--- src/rtl/reg_file_sb.sv ---
// Register file with an ALU write port, a load-return port tracked by a single-entry scoreboard,
// per-read-port hazard flags and a one-cycle strobe on writes to the OUT register.
// Optional same-cycle read forwarding: define REG_FILE_SB_BYPASS_EN.
module reg_file_sb #(
  parameter int unsigned DW       = 8,
  parameter int unsigned PW       = 3,
  parameter int unsigned FLAG_IDX = 6,
  parameter int unsigned OUT_IDX  = 7
) (
  input  logic          clk,
  input  logic          rst_n,
  input  logic          wr_en,
  input  logic [PW-1:0] wr_addr,
  input  logic [DW-1:0] wr_data,
  input  logic          ld_issue,
  input  logic [PW-1:0] ld_addr,
  input  logic          ld_valid,
  input  logic [DW-1:0] ld_data,
  input  logic [PW-1:0] rd_addrA,
  input  logic [PW-1:0] rd_addrB,
  input  logic          par,
  output logic [DW-1:0] datA_out,
  output logic [DW-1:0] datB_out,
  output logic          hazA,
  output logic          hazB,
  output logic          ld_busy,
  output logic [DW-1:0] out_reg,
  output logic          out_valid
);

  localparam int unsigned Depth    = 2 ** PW;
  localparam logic [PW-1:0] FlagAddr = PW'(FLAG_IDX);
  localparam logic [PW-1:0] OutAddr  = PW'(OUT_IDX);

  typedef enum logic [0:0] {StIdle, StPend} ld_state_e;

  ld_state_e     ld_state_q, ld_state_d;
  logic [PW-1:0] pend_addr_q, pend_addr_d;
  logic          cancel_q, cancel_d;
  logic          out_valid_q, out_valid_d;
  logic [DW-1:0] core_q [Depth];
  logic [DW-1:0] core_d [Depth];

  logic          pend;
  logic          w_hits_pend;
  logic          ld_commit;

  assign pend        = (ld_state_q == StPend);
  assign w_hits_pend = wr_en & (wr_addr == pend_addr_q);
  // A port-W write to the same address in the same cycle supersedes the returning load.
  assign ld_commit   = pend & ld_valid & ~cancel_q & ~w_hits_pend;

  // Register array next state: load first, ALU write last so W wins on collision.
  always_comb begin
    for (int i = 0; i < Depth; i++) begin
      core_d[i] = core_q[i];
    end
    if (ld_commit) begin
      core_d[pend_addr_q] = ld_data;
    end
    if (wr_en) begin
      core_d[wr_addr] = wr_data;
    end
  end

  // Load scoreboard.
  always_comb begin
    ld_state_d  = ld_state_q;
    pend_addr_d = pend_addr_q;
    cancel_d    = cancel_q;
    unique case (ld_state_q)
      StIdle: begin
        if (ld_issue) begin
          ld_state_d  = StPend;
          pend_addr_d = ld_addr;
          cancel_d    = 1'b0;
        end
      end
      StPend: begin
        if (ld_valid) begin
          cancel_d = 1'b0;
          if (ld_issue) begin
            pend_addr_d = ld_addr;
          end else begin
            ld_state_d = StIdle;
          end
        end else if (w_hits_pend) begin
          // WAW: the ALU value is younger, so the eventual load return is dropped.
          cancel_d = 1'b1;
        end
      end
      default: begin
        ld_state_d = StIdle;
      end
    endcase
  end

  assign out_valid_d = (wr_en & (wr_addr == OutAddr)) | (ld_commit & (pend_addr_q == OutAddr));

  always_ff @(posedge clk or negedge rst_n) begin
    if (!rst_n) begin
      ld_state_q  <= StIdle;
      pend_addr_q <= '0;
      cancel_q    <= 1'b0;
      out_valid_q <= 1'b0;
      for (int i = 0; i < Depth; i++) begin
        core_q[i] <= '0;
      end
    end else begin
      ld_state_q  <= ld_state_d;
      pend_addr_q <= pend_addr_d;
      cancel_q    <= cancel_d;
      out_valid_q <= out_valid_d;
      for (int i = 0; i < Depth; i++) begin
        core_q[i] <= core_d[i];
      end
    end
  end

  // Read ports.
  logic [PW-1:0] rd_addr [2];
  logic [DW-1:0] rd_dat  [2];
  logic          rd_haz  [2];

  assign rd_addr[0] = rd_addrA;
  assign rd_addr[1] = rd_addrB;

  always_comb begin
    for (int p = 0; p < 2; p++) begin
      rd_dat[p] = core_q[rd_addr[p]];
`ifdef REG_FILE_SB_BYPASS_EN
      if (wr_en && (wr_addr == rd_addr[p])) begin
        rd_dat[p] = wr_data;
      end else if (ld_commit && (pend_addr_q == rd_addr[p])) begin
        rd_dat[p] = ld_data;
      end
`endif
      if (rd_addr[p] == FlagAddr) begin
        rd_dat[p] = {{(DW-1){1'b0}}, par};
      end
      rd_haz[p] = pend & ~cancel_q & (rd_addr[p] == pend_addr_q) & (rd_addr[p] != FlagAddr);
`ifdef REG_FILE_SB_BYPASS_EN
      // The returning value is forwarded, so no stall is needed on the return cycle.
      rd_haz[p] = rd_haz[p] & ~ld_valid;
`endif
    end
  end

  assign datA_out  = rd_dat[0];
  assign datB_out  = rd_dat[1];
  assign hazA      = rd_haz[0];
  assign hazB      = rd_haz[1];
  assign ld_busy   = pend;
  assign out_reg   = core_q[OutAddr];
  assign out_valid = out_valid_q;

endmodule

--- config.mk ---
export PLATFORM = sky130hd
export DESIGN_NAME = reg_file_sb
export DESIGN_NICKNAME = d
export VERILOG_FILES = /design/src/rtl/reg_file_sb.sv
export SDC_FILE = /design/constraint.sdc
export NUM_CORES = 1
export LEC_CHECK = 0
export CAP_MARGIN = 20
export CORE_ASPECT_RATIO = 0.8
export CORE_MARGIN = 2
export CORE_UTILIZATION = 35
export CTS_CLUSTER_SIZE = 25
export DETAILED_ROUTE_END_ITERATION = 6
export GPL_ROUTABILITY_DRIVEN = 0
export GPL_TIMING_DRIVEN = 0
export SLEW_MARGIN = 30
export SYNTH_ARGS = -nofsm -noshare
export SYNTH_HDL_FRONTEND = slang
export SYNTH_SLANG_ARGS = --single-unit
--- constraint.sdc ---
create_clock -name clk -period 4.7 [get_ports clk]
set_input_delay 0.94 -clock clk [delete_from_list [all_inputs] [get_ports clk]]
set_output_delay 0.94 -clock clk [all_outputs]
set_load 0.01 [all_outputs]
# == Yosys cells after proc, flatten, opt, wreduce, memory -nomap -nowiden ==
# Index checks and enable logic that the tools add are counted.
# classes
magnitude_cmp,6
n_eq_ne,12
muxes,26
bitwise,19
n_reduce_logical,3
# op_table
cell,count
bitwise mux 64 bit,2
two-way mux 64 bit,2
two-way mux 8 bit,8
binary-select mux 8 bit (select 3 bit),2
demux 8 bit (select 3 bit),2
">= comparator 4 bit, second input constant",4
inverter 3 -> 4 bit,4
"equality test 3 bit, second input constant",4
AND 1 bit,11
equality test 3 bit,3
"less-than comparator 4 x 1 -> 1 bit, second input constant",2
two-way mux 3 bit,2
"inequality test 3 bit, second input constant",2
case mux 3 bit (2 select lines),1
two-way mux 1 bit,5
"inequality test 2 bit, second input constant",2
case mux 1 bit (2 select lines),2
"inequality test 3 x 2 -> 1 bit, second input constant",1
inverter 1 bit,3
logical AND 1 bit,2
AND reduction 2 bit,1
bitwise OR 1 bit,1
# word_totals
register_bits,70
input_bits,34
wordCells,78

# == Logic depth before layout (Yosys ltp) ==
# Gate-level depths: netlist of the first run.
# logic_depth
depth_word,9
depth_mapped,8
depth_no_buf,4

# == Worst setup path before layout of the first run ==
# OpenSTA, ideal clock, no wires.
# synth_path
path_kind,in2out
start,input port rd_addrA[0]
end,output port datA_out[1]
arrival_ns,2.073
slack_ns,1.687
cell_stages,5
n_path_buf,2
path_cell_list,buf_2 clkbuf_1 nor2_1 a22oi_1 o21ai_0
# synth_via
elab_chain_cells,5
word_cells_on_any_way,6
# synth_lines
item,line,text
from (decl),19,"input logic [PW-1:0] rd_addrA,"
inverter 3 -> 4 bit (not written as such),130,rd_dat[p] = core_q[rd_addr[p]];
binary-select mux 8 bit (select 3 bit),130,
two-way mux 8 bit (not written as such) (2 in a row),130,
two-way mux 8 bit (*),138,if (rd_addr[p] == FlagAddr) begin
to (decl),22,"output logic [DW-1:0] datA_out,"
# Every way passes the cells marked *; elsewhere a longest branch is shown, timed or not. The select of a mux whose other input is x is not followed.

# == Worst setup path in the final report of the first run ==
# layout_path
start,input port rd_addrA[1]
end,output port hazA
# layout_via
elab_chain_cells,3
word_cells_on_any_way,4
# layout_lines
item,line,text
equality test 3 bit,141,rd_haz[p] = pend & ~cancel_q & (rd_addr[p] == pend_addr_q) & (rd_addr[p] != FlagAddr);
AND 1 bit,141,
AND 1 bit (*),141,
to (decl),24,"output logic hazA,"
# Every way passes the cells marked *; elsewhere a longest branch is shown, timed or not.

==> qor.csv, run 1 <==
metric,value,unit
power.static_leakage,2.01,nW
post-place-cells,746,
cts-hold-fix-buffers,0,
overflow,0,
dp_hpwl,12500,microns
critPathMaxStageDelay,0.60,ns
detail_route.iter0.violations,531,
core,0.0123,sq mm
finalCritPeriodShare,98.4,%
number_of_buffers_created_by_cts,9,
timing.final.crit_period,4.63,ns
timing.max_cap.violations,0,
critical_path.max_fanout,10,
area_of_the_die,0.0136,sq mm
finalHoldViolations,0,
wire_length_of_the_first_global_routing_pass,26200,microns
die_y,105,microns
path_delay_family,buffers and inverters,
post_cts.resized_instances,0,
synth_area_leader_cell,dfrtp_1,
post_synth_inst_count,527,
final_net_count,620,
drt_pre_antenna_iters,5,
nFillCells,1234,
synthArstFlopShare,100,%
clk_path_buf_depth,2,
cts_root_buffer,clkbuf_16,
tritoncts,built,
setup_viol_count_final,0,
finalWirelength,17200,microns
synthesis.area,0.00442,sq mm
timing.max_slew.rel_slack,31.4,%
outcome,finished clean,
ys_dominant_reg_cell,dfrtp_1,
dpl_worst_slack,0.172,ns
io_pins,62,
die-width,130,microns
route.vias.total,4682,
totalNegativeSetupSlack,0,ns
crit_path_cell_trace,"clkdlybuf4s50_1, buf_2, buf_1, nand3_1, o21ai_0, a31oi_1, nor3_1, clkdlybuf4s50_1",
antenna_violating_nets_post_route,0,
final.setup_skew,0.0110,ns
yosys_warnings,0,
cts_sinks,62,
finalNonFillerCells,762,
route.detailed.drc,0,
path_clk_slew,0.06,ns
maxSlewViolCount,0,
crit_path_frequent_cell,clkdlybuf4s50_1,
end_kind,primary output,
maximum_number_of_pins_on_one_net_before_global_route_repair,49,
routed_wire_length_per_instance,22.6,microns
synth_most_common_cell,nor2_1,
synth_cell_type_count,39,
worst-slew-pin-transition,1.02,ns
initial_core_util,36.1,%
fp-row-count,36,
area_delta_synth_final,23.7,%
io_buffers,47,
crit_slowest_cell,clkdlybuf4s50_1,
grt_setup_unrepaired,no,
worst-endpoint-arrival,3.69,ns
postSynthAreaPerCell,8.39,sq um
path_class,in -> out,
via_count_of_the_first_global_routing_pass,4628,
largest_register_ff_count,48,
synth_top_cell_area_share,35.1,%
hold_class,in -> async,
synth-edff-count,0,
number_of_antenna_violations_at_the_first_check_in_global_routing,0,
synth.area.top_cells,"dfrtp_1 (35%), mux4_2 (9.2%), o21ai_0 (6.7%)",
count_of_buffer_and_inverter_cells_on_the_critical_path,4,
synth.ff_latch_count,62,
fmax,216,MHz
htree_levels,3,
setup.worst_path.start_class,primary input,
required,3.76,ns
synth_top_cells_by_count,"nor2_1 (67), dfrtp_1 (62), o21ai_0 (59)",
drive_gt1_share,13.5,%
post-route-worst-setup-slack,0.0741,ns
synth_nets,561,
power.density_cell_area,461,mW/mm^2
route.detailed.vias_per_inst,6.14,
number_of_setup_buffers_added_after_cts,0,
num_antenna_cells,0,
synth-seq-area-share,35.1,%
clock_insertion_delay_worst_skew,0.35,ns
track_usage,26.0,%
irDropWorstVdd,0.172,mV
area by class of cell:
class	count	area, sq um	share of cell area (%)
flip-flops and latches	62	1550	28.4
well taps	171	214	3.91
plain buffers	63	313	5.72
multi-input cells	399	2550	46.6
clock inverters	6	110	2.01
clock buffers	10	229	4.18
repair buffers	48	495	9.06
inverters	3	11.3	0.206
cells by family after synthesis:
kind of cell           after synthesis  share of synthesized area, %
multiplexers                        35                          13.5
XOR/XNOR                             7                          1.39
AND/OR/NAND/NOR                    202                          22.3
buffers and inverters               66                          7.33
AO/OA/AOI/OAI                      155                          20.4
flip-flops                          62                          35.1
metal layers:
metal	track usage [%]	routed length [microns]	share of wire (%)
met1	37.1	7490	44
met2	37.7	7340	43
met3	5.73	1770	10
met4	11.4	593	3.4
met5	0	0	0
report_power, final:
| part | switching [mW] | leakage [nW] | total (mW) | internal [mW] |
|---|---|---|---|---|
| registers | 0.150 | 0.726 | 0.859 | 0.709 |
| logic | 0.428 | 1.13 | 0.885 | 0.457 |
| clock network | 0.262 | 0.159 | 0.779 | 0.517 |
| total | 0.840 | 2.01 | 2.52 | 1.68 |
layout by cell type (no fill, tap or decap), drive strengths merged:
cell type | Yosys | routed
nor2b | 5 | 5
o41a | 1 | 1
inv | 3 | 3
and4 | 1 | 1
a31oi | 34 | 34
clkinvlp | 0 | 2
and4bb | 1 | 1
o21ai | 59 | 59
and4b | 1 | 1
xnor2 | 3 | 3
nor2 | 67 | 67
dfrtp | 62 | 62
mux4 | 18 | 18
clkinv | 0 | 1
clkbuf | 26 | 36
or3b | 2 | 2
nand4b | 1 | 1
o211ai | 8 | 8
bufinv | 0 | 3
a21oi | 30 | 30
and2 | 1 | 1
nand4 | 2 | 2
buf | 37 | 39
nand3 | 23 | 23
or3 | 32 | 32
nor3 | 7 | 7
clkdlybuf4s50 | 0 | 46
nand3b | 5 | 5
nand4bb | 1 | 1
mux2 | 17 | 17
o31ai | 8 | 8
nor4b | 1 | 1
nand2 | 49 | 49
xor2 | 4 | 4
a22oi | 14 | 14
o31a | 1 | 1
nand2b | 3 | 3
per-stage QoR:
| step | hold slack, ns | util (%) | area, sq um | total power [mW] |
|---|---|---|---|---|
| final | 0.456 | 44.7 | 5470 | 2.52 |
| after global routing | 0.472 | 44.7 | 5470 | 2.64 |
| after CTS | 0.460 | 44.7 | 5470 | 2.50 |
| after detailed placement | 0.550 | 41.9 | 5130 | 1.73 |
| after global placement | 0.539 | 41.7 | 5110 | 1.70 |
| after floorplan | 0.511 | - | 4420 | 1.36 |
final timing paths:
| check | from | end | slack, ns | cells after the start |
|---|---|---|---|---|
| setup / recovery | rd_addrA[1] | hazA | 0.07 | 8 |
| hold / removal | rst_n | core_q[19]$_DFF_PN0_ | 0.46 | 1 |
| setup reg to reg | pend_addr_q[1]$_DFFE_PN0P_ | core_q[57]$_DFF_PN0_ | 2.27 | 5 |
| hold reg to reg | core_q[21]$_DFF_PN0_ | core_q[21]$_DFF_PN0_ | 0.57 | 2 |
| max in group asynchronous | rst_n | core_q[48]$_DFF_PN0_ | 3.71 | 2 |
| min in group clk | core_q[21]$_DFF_PN0_ | core_q[21]$_DFF_PN0_ | 0.57 | 2 |
Note: power is estimated with default switching activity, not from simulation.
==> run 2: changes to the inputs <==
CORE_MARGIN = not set   (was 2)
GPL_ROUTABILITY_DRIVEN = not set   (was 0)
==> qor.csv, run 2 (synthesis gave the netlist of run 1 again) <==
metric,value,unit,change
critical_path.max_fanout,10,,unchanged
route.detailed.drc,0,,unchanged
hold_class,in -> async,,unchanged
end_kind,primary output,,unchanged
worst-endpoint-arrival,3.67,ns,was 3.69 ns
area_of_the_die,0.0131,sq mm,was 0.0136 sq mm
via_count_of_the_first_global_routing_pass,4375,,was 4628
track_usage,27.1,%,was 26.0%
number_of_setup_buffers_added_after_cts,0,,unchanged
cts-hold-fix-buffers,0,,unchanged
setup_viol_count_final,0,,unchanged
io_buffers,47,,unchanged
worst-slew-pin-transition,0.722,ns,was 1.02 ns
drt_pre_antenna_iters,5,,unchanged
routed_wire_length_per_instance,22.5,microns,was 22.6 microns
commonest_non_fill_non_tap_cells_in_the_layout,"nor2_1 (67), dfrtp_1 (62), o21ai_0 (59)",,unchanged
dp_hpwl,12500,microns,about the same
largest_register_ff_count,48,,unchanged
area_delta_synth_final,22.4,%,was 23.7%
route.detailed.vias_per_inst,6.06,,was 6.14
outcome,finished clean,,unchanged
final_net_count,620,,unchanged
path_class,in -> out,,unchanged
finalCritPeriodShare,98.1,%,was 98.4%
setup.worst_path.start_class,primary input,,unchanged
wire_length_of_the_first_global_routing_pass,25500,microns,was 26200 microns
path_clk_slew,0.05,ns,was 0.06 ns
number_of_buffers_created_by_cts,9,,unchanged
fp-row-count,36,,unchanged
maximum_number_of_pins_on_one_net_before_global_route_repair,42,,was 49
drive_gt1_share,13.7,%,was 13.5%
timing.hold.ws,0.506,ns,was 0.456 ns
required,3.76,ns,about the same
final.setup_skew,0.00657,ns,was 0.0110 ns
cts_root_buffer,clkbuf_16,,unchanged
tritoncts,built,,unchanged
num_antenna_cells,0,,unchanged
fmax,217,MHz,was 216 MHz
timing.max_slew.rel_slack,51.2,%,was 31.4%
clock_insertion_delay_worst_skew,0.33,ns,was 0.35 ns
power.density_cell_area,437,mW/mm^2,was 461 mW/mm^2
clk_path_buf_depth,2,,unchanged
power.static_leakage,1.99,nW,was 2.01 nW
die_y,103,microns,was 105 microns
cts_sinks,62,,unchanged
gp_congestion,0.929,,
die-width,128,microns,was 130 microns
timing.max_cap.violations,0,,unchanged
layout_commonest_cell,nor2_1,,unchanged
finalCoreUtilization,44.2,%,was 44.7%
finalHoldViolations,0,,unchanged
post_cts.resized_instances,0,,unchanged
core,0.0123,sq mm,unchanged
grt_setup_unrepaired,no,,unchanged
timing.final.crit_period,4.61,ns,was 4.63 ns
maxSlewViolCount,0,,unchanged
antenna_violating_nets_post_route,0,,unchanged
irDropWorstVdd,0.150,mV,was 0.172 mV
totalNegativeSetupSlack,0,ns,unchanged
overflow,0,,unchanged
htree_levels,3,,unchanged
finalWirelength,17100,microns,was 17200 microns
power.total,2.36,mW,was 2.52 mW
route.vias.total,4608,,was 4682
io_pins,62,,unchanged
detail_route.iter0.violations,672,,was 531
number_of_antenna_violations_at_the_first_check_in_global_routing,0,,unchanged
initial_core_util,36.1,%,unchanged
==> run 2: cell type report <==
type	instances	area [sq um]
clock buffers	11	253
fillers	1251	6840
repair buffers	48	495
well taps	171	214
flip-flops and latches	62	1550
inverters	3	11.3
plain buffers	63	313
clock inverters	4	22.5
multi-input cells	399	2550
==> run 2: power by group <==
group / internal [mW] / switching [mW]
logic: 0.457 / 0.424
clock network: 0.379 / 0.243
registers: 0.709 / 0.152
total: 1.55 / 0.819
==> run 2: worst max-delay path, stage by stage <==
cell	delay, ns
clkdlybuf4s50_1	0.51
buf_2	0.32
buf_1	0.60
nand3_1	0.16
o21ai_0	0.12
a31oi_1	0.12
nor3_1	0.29
clkdlybuf4s50_1	0.60
==> run 2: layer usage <==
| metal | track usage [%] | routed length [microns] | vias up |
|---|---|---|---|
| met5 | 0 | 0 | - |
| met4 | 10.2 | 477 | 0 |
| met3 | 6.38 | 1740 | 46 |
| met2 | 42.5 | 7380 | 283 |
| met1 | 36.7 | 7490 | 2243 |
| li1 | - | - | 2036 |
==> run 2: path summary, 6_finish.rpt <==
kind                                                 start                          to  slack (ns)  cells after the start
worst min register to register        core_q[18]$_DFF_PN0_        core_q[18]$_DFF_PN0_        0.56                      2
worst max register to register  pend_addr_q[1]$_DFFE_PN0P_        core_q[58]$_DFF_PN0_        2.42                      5
min in group clk                      core_q[18]$_DFF_PN0_        core_q[18]$_DFF_PN0_        0.56                      2
worst max-delay path                           rd_addrA[1]                        hazA        0.09                      8
worst min-delay path                                 rst_n        out_reg[7]$_DFF_PN0_        0.51                      1
max in group asynchronous                            rst_n  pend_addr_q[1]$_DFFE_PN0P_        3.67                      2
==> run 2: through the flow <==
| step | setup slack [ns] | instance area [sq um] | instances |
|---|---|---|---|
| after CTS | 0.187 | 5410 | 761 |
| after detailed placement | 0.193 | 5130 | 746 |
| after floorplan | 1.69 | 4420 | 527 |
| after global routing | 0.0666 | 5410 | 761 |
| final | 0.0905 | 5410 | 761 |
| after global placement | 0.191 | 5110 | 745 |
==> run 3: changes to the inputs <==
REMOVE_ABC_BUFFERS = 1   (was not set)
TNS_END_PERCENT = 10   (was not set)
==> qor.csv, run 3 (synthesis gave the netlist of run 1 again) <==
metric,value,unit,change
die_y,103,microns,unchanged
detail_route.iter0.violations,482,,was 672
finalNonFillerCells,715,,was 761
finalCoreUtilization,43.1,%,was 44.2%
maximum_number_of_pins_on_one_net_before_global_route_repair,72,,was 42
post-place-cells,699,,was 746
io_pins,62,,unchanged
number_of_setup_buffers_added_after_cts,0,,unchanged
routed-wl-met3,1210,microns,was 1740 microns
htree_levels,3,,unchanged
cts_sinks,62,,unchanged
initial_core_util,36.1,%,unchanged
area_delta_synth_final,19.3,%,was 22.4%
number_of_buffers_created_by_cts,9,,unchanged
finalCritPeriodShare,83.9,%,was 98.1%
power.switching_fraction,33.1,%,was 34.6%
route.vias.total,4364,,was 4608
setup.worst_path.start_class,primary input,,unchanged
sequentialPowerShare,36.8,%,was 36.4%
maxSlewViolCount,0,,unchanged
cts-hold-fix-buffers,0,,unchanged
antenna_violating_nets_post_route,0,,unchanged
fp-row-count,36,,unchanged
share_clk_of_total_power,29.0,%,was 26.3%
power.density_cell_area,445,mW/mm^2,was 437 mW/mm^2
area_of_the_die,0.0131,sq mm,unchanged
wirelength_met1,6800,microns,was 7490 microns
final_net_count,573,,was 620
crit_slowest_cell,clkdlybuf4s50_1,,was buf_1
setup_viol_count_final,0,,unchanged
clock_insertion_delay_worst_skew,0.33,ns,about the same
top_signal_layer_used,met4,,unchanged
drt_pre_antenna_iters,5,,unchanged
critical_path.max_fanout,20,,was 10
clk_path_buf_depth,2,,unchanged
final.setup_skew,0.00421,ns,was 0.00657 ns
route.detailed.vias_per_inst,6.10,,was 6.06
critPathMaxStageDelay,0.61,ns,was 0.60 ns
core,0.0123,sq mm,unchanged
io_buffers,61,,was 47
net-switching-power,0.778,mW,was 0.819 mW
largest_register_ff_count,48,,unchanged
outcome,finished clean,,unchanged
irDropWorstVdd,0.195,mV,was 0.150 mV
gp_congestion,0.860,,was 0.929
hold_class,in -> async,,unchanged
met2RoutedLength,6720,microns,was 7380 microns
cts_root_buffer,clkbuf_16,,unchanged
path_clk_slew,0.05,ns,about the same
worst-endpoint-arrival,3.00,ns,was 3.67 ns
route.detailed.drc,0,,unchanged
layout_commonest_cell,nor2_1,,unchanged
commonest_non_fill_non_tap_cells_in_the_layout,"nor2_1 (67), dfrtp_1 (61), o21ai_0 (59)",,"was nor2_1 (67), dfrtp_1 (62), o21ai_0 (59)"
routed_wire_length_per_instance,21.1,microns,was 22.5 microns
num_antenna_cells,0,,unchanged
timing.max_cap.violations,0,,unchanged
required,3.76,ns,about the same
number_of_antenna_violations_at_the_first_check_in_global_routing,0,,unchanged
worst-slew-pin-transition,0.993,ns,was 0.722 ns
timing.max_slew.rel_slack,32.9,%,was 51.2%
comb_power_share,34.2,%,was 37.3%
dp_hpwl,9930,microns,was 12500 microns
total_area_of_multi_input_combinational_cells,0.00255,sq mm,about the same
finalHoldViolations,0,,unchanged
wire_length_of_the_first_global_routing_pass,23100,microns,was 25500 microns
via_count_of_the_first_global_routing_pass,4158,,was 4375
grt_setup_unrepaired,no,,unchanged
path_class,in -> out,,unchanged
post_cts.resized_instances,0,,unchanged
crit_path_cell_trace,"buf_2, nor2_1, a22oi_1, o21ai_0, clkdlybuf4s50_1",,"was clkdlybuf4s50_1, buf_2, buf_1, nand3_1, o21ai_0, a31oi_1, nor3_1, clkdlybuf4s50_1"
overflow,0,,unchanged
nFillCells,1207,,was 1251
cell_internal_power,1.57,mW,was 1.55 mW
timing.final.crit_period,3.94,ns,was 4.61 ns
power.static_leakage,1.91,nW,was 1.99 nW
totalNegativeSetupSlack,0,ns,unchanged
tritoncts,built,,unchanged
drive_gt1_share,11.6,%,was 13.7%
fmax,254,MHz,was 217 MHz
track_usage,23.8,%,was 27.1%
end_kind,primary output,,unchanged
die-width,128,microns,unchanged
finalWirelength,15100,microns,was 17100 microns
register_area,0.00155,sq mm,about the same
[run 3: changes by cell type in the layout (fill, tap and decap cells not counted), moves of 2 or more]
| cell | before | now |
|---|---|---|
| buf_1 | 14 | 0 |
| buf_2 | 11 | 4 |
| buf_4 | 9 | 2 |
| buf_6 | 4 | 0 |
| clkbuf_1 | 24 | 2 |
| clkbuf_2 | 2 | 0 |
| clkdlybuf4s50_1 | 46 | 56 |
| clkinv_2 | 3 | 1 |
[run 3: routing by layer]
| metal | vias up | global-route usage (%) |
|---|---|---|
| met4 | 0 | 8.14 |
| li1 | 1934 | - |
| met2 | 241 | 36.9 |
| met1 | 2152 | 33.2 |
| met3 | 37 | 4.98 |
| met5 | - | 0 |
[run 3: cell type report]
cell class / instances / share of cell area [%]
clock inverter: 3 / 0.806
multi-input combinational: 399 / 48.4
inverter: 3 / 0.213
tap: 171 / 4.05
clock buffer: 13 / 4.93
timing repair buffer: 64 / 12.2
sequential: 62 / 29.4
[run 3: per-stage QoR]
step                power [mW]  hold WS (ns)  setup slack [ns]  instance area, sq um
floorplan                 1.29         0.511              1.88                  4110
global placement          1.63         0.531           -0.0616                  4930
detailed placement        1.66         0.544             0.879                  4970
CTS                       2.35         0.492             0.876                  5280
global route              2.47         0.496             0.726                  5280
finish                    2.35         0.490             0.757                  5280
[run 3: power by group through the flow]
stage / registers, mW / clock network (mW) / logic, mW
2_1_floorplan: 0.827 / 0 / 0.461
3_3_place_gp: 0.853 / 0 / 0.773
3_5_place_dp: 0.868 / 0 / 0.796
4_1_cts: 0.858 / 0.693 / 0.799
5_1_grt: 0.887 / 0.714 / 0.873
6_report: 0.864 / 0.681 / 0.804
[run 3: path summary, 6_finish.rpt]
path	end	cells after the start	from	slack [ns]
max	datB_out[3]	5	rd_addrB[1]	0.76
min	out_valid$_DFF_PN0_	1	rst_n	0.49
max reg2reg	core_q[49]$_DFF_PN0_	4	pend_addr_q[1]$_DFFE_PN0P_	2.06
min reg2reg	core_q[17]$_DFF_PN0_	2	core_q[17]$_DFF_PN0_	0.55
max in group asynchronous	pend_addr_q[2]$_DFFE_PN0P_	2	rst_n	3.66
min in group clk	core_q[17]$_DFF_PN0_	2	core_q[17]$_DFF_PN0_	0.55
[run 3: worst max-delay path: cells and delay by family]
kind | cells | cell delay, ns
buf+inv | 2 | 0.92
simple gates | 1 | 0.60
compound gates | 2 | 0.53
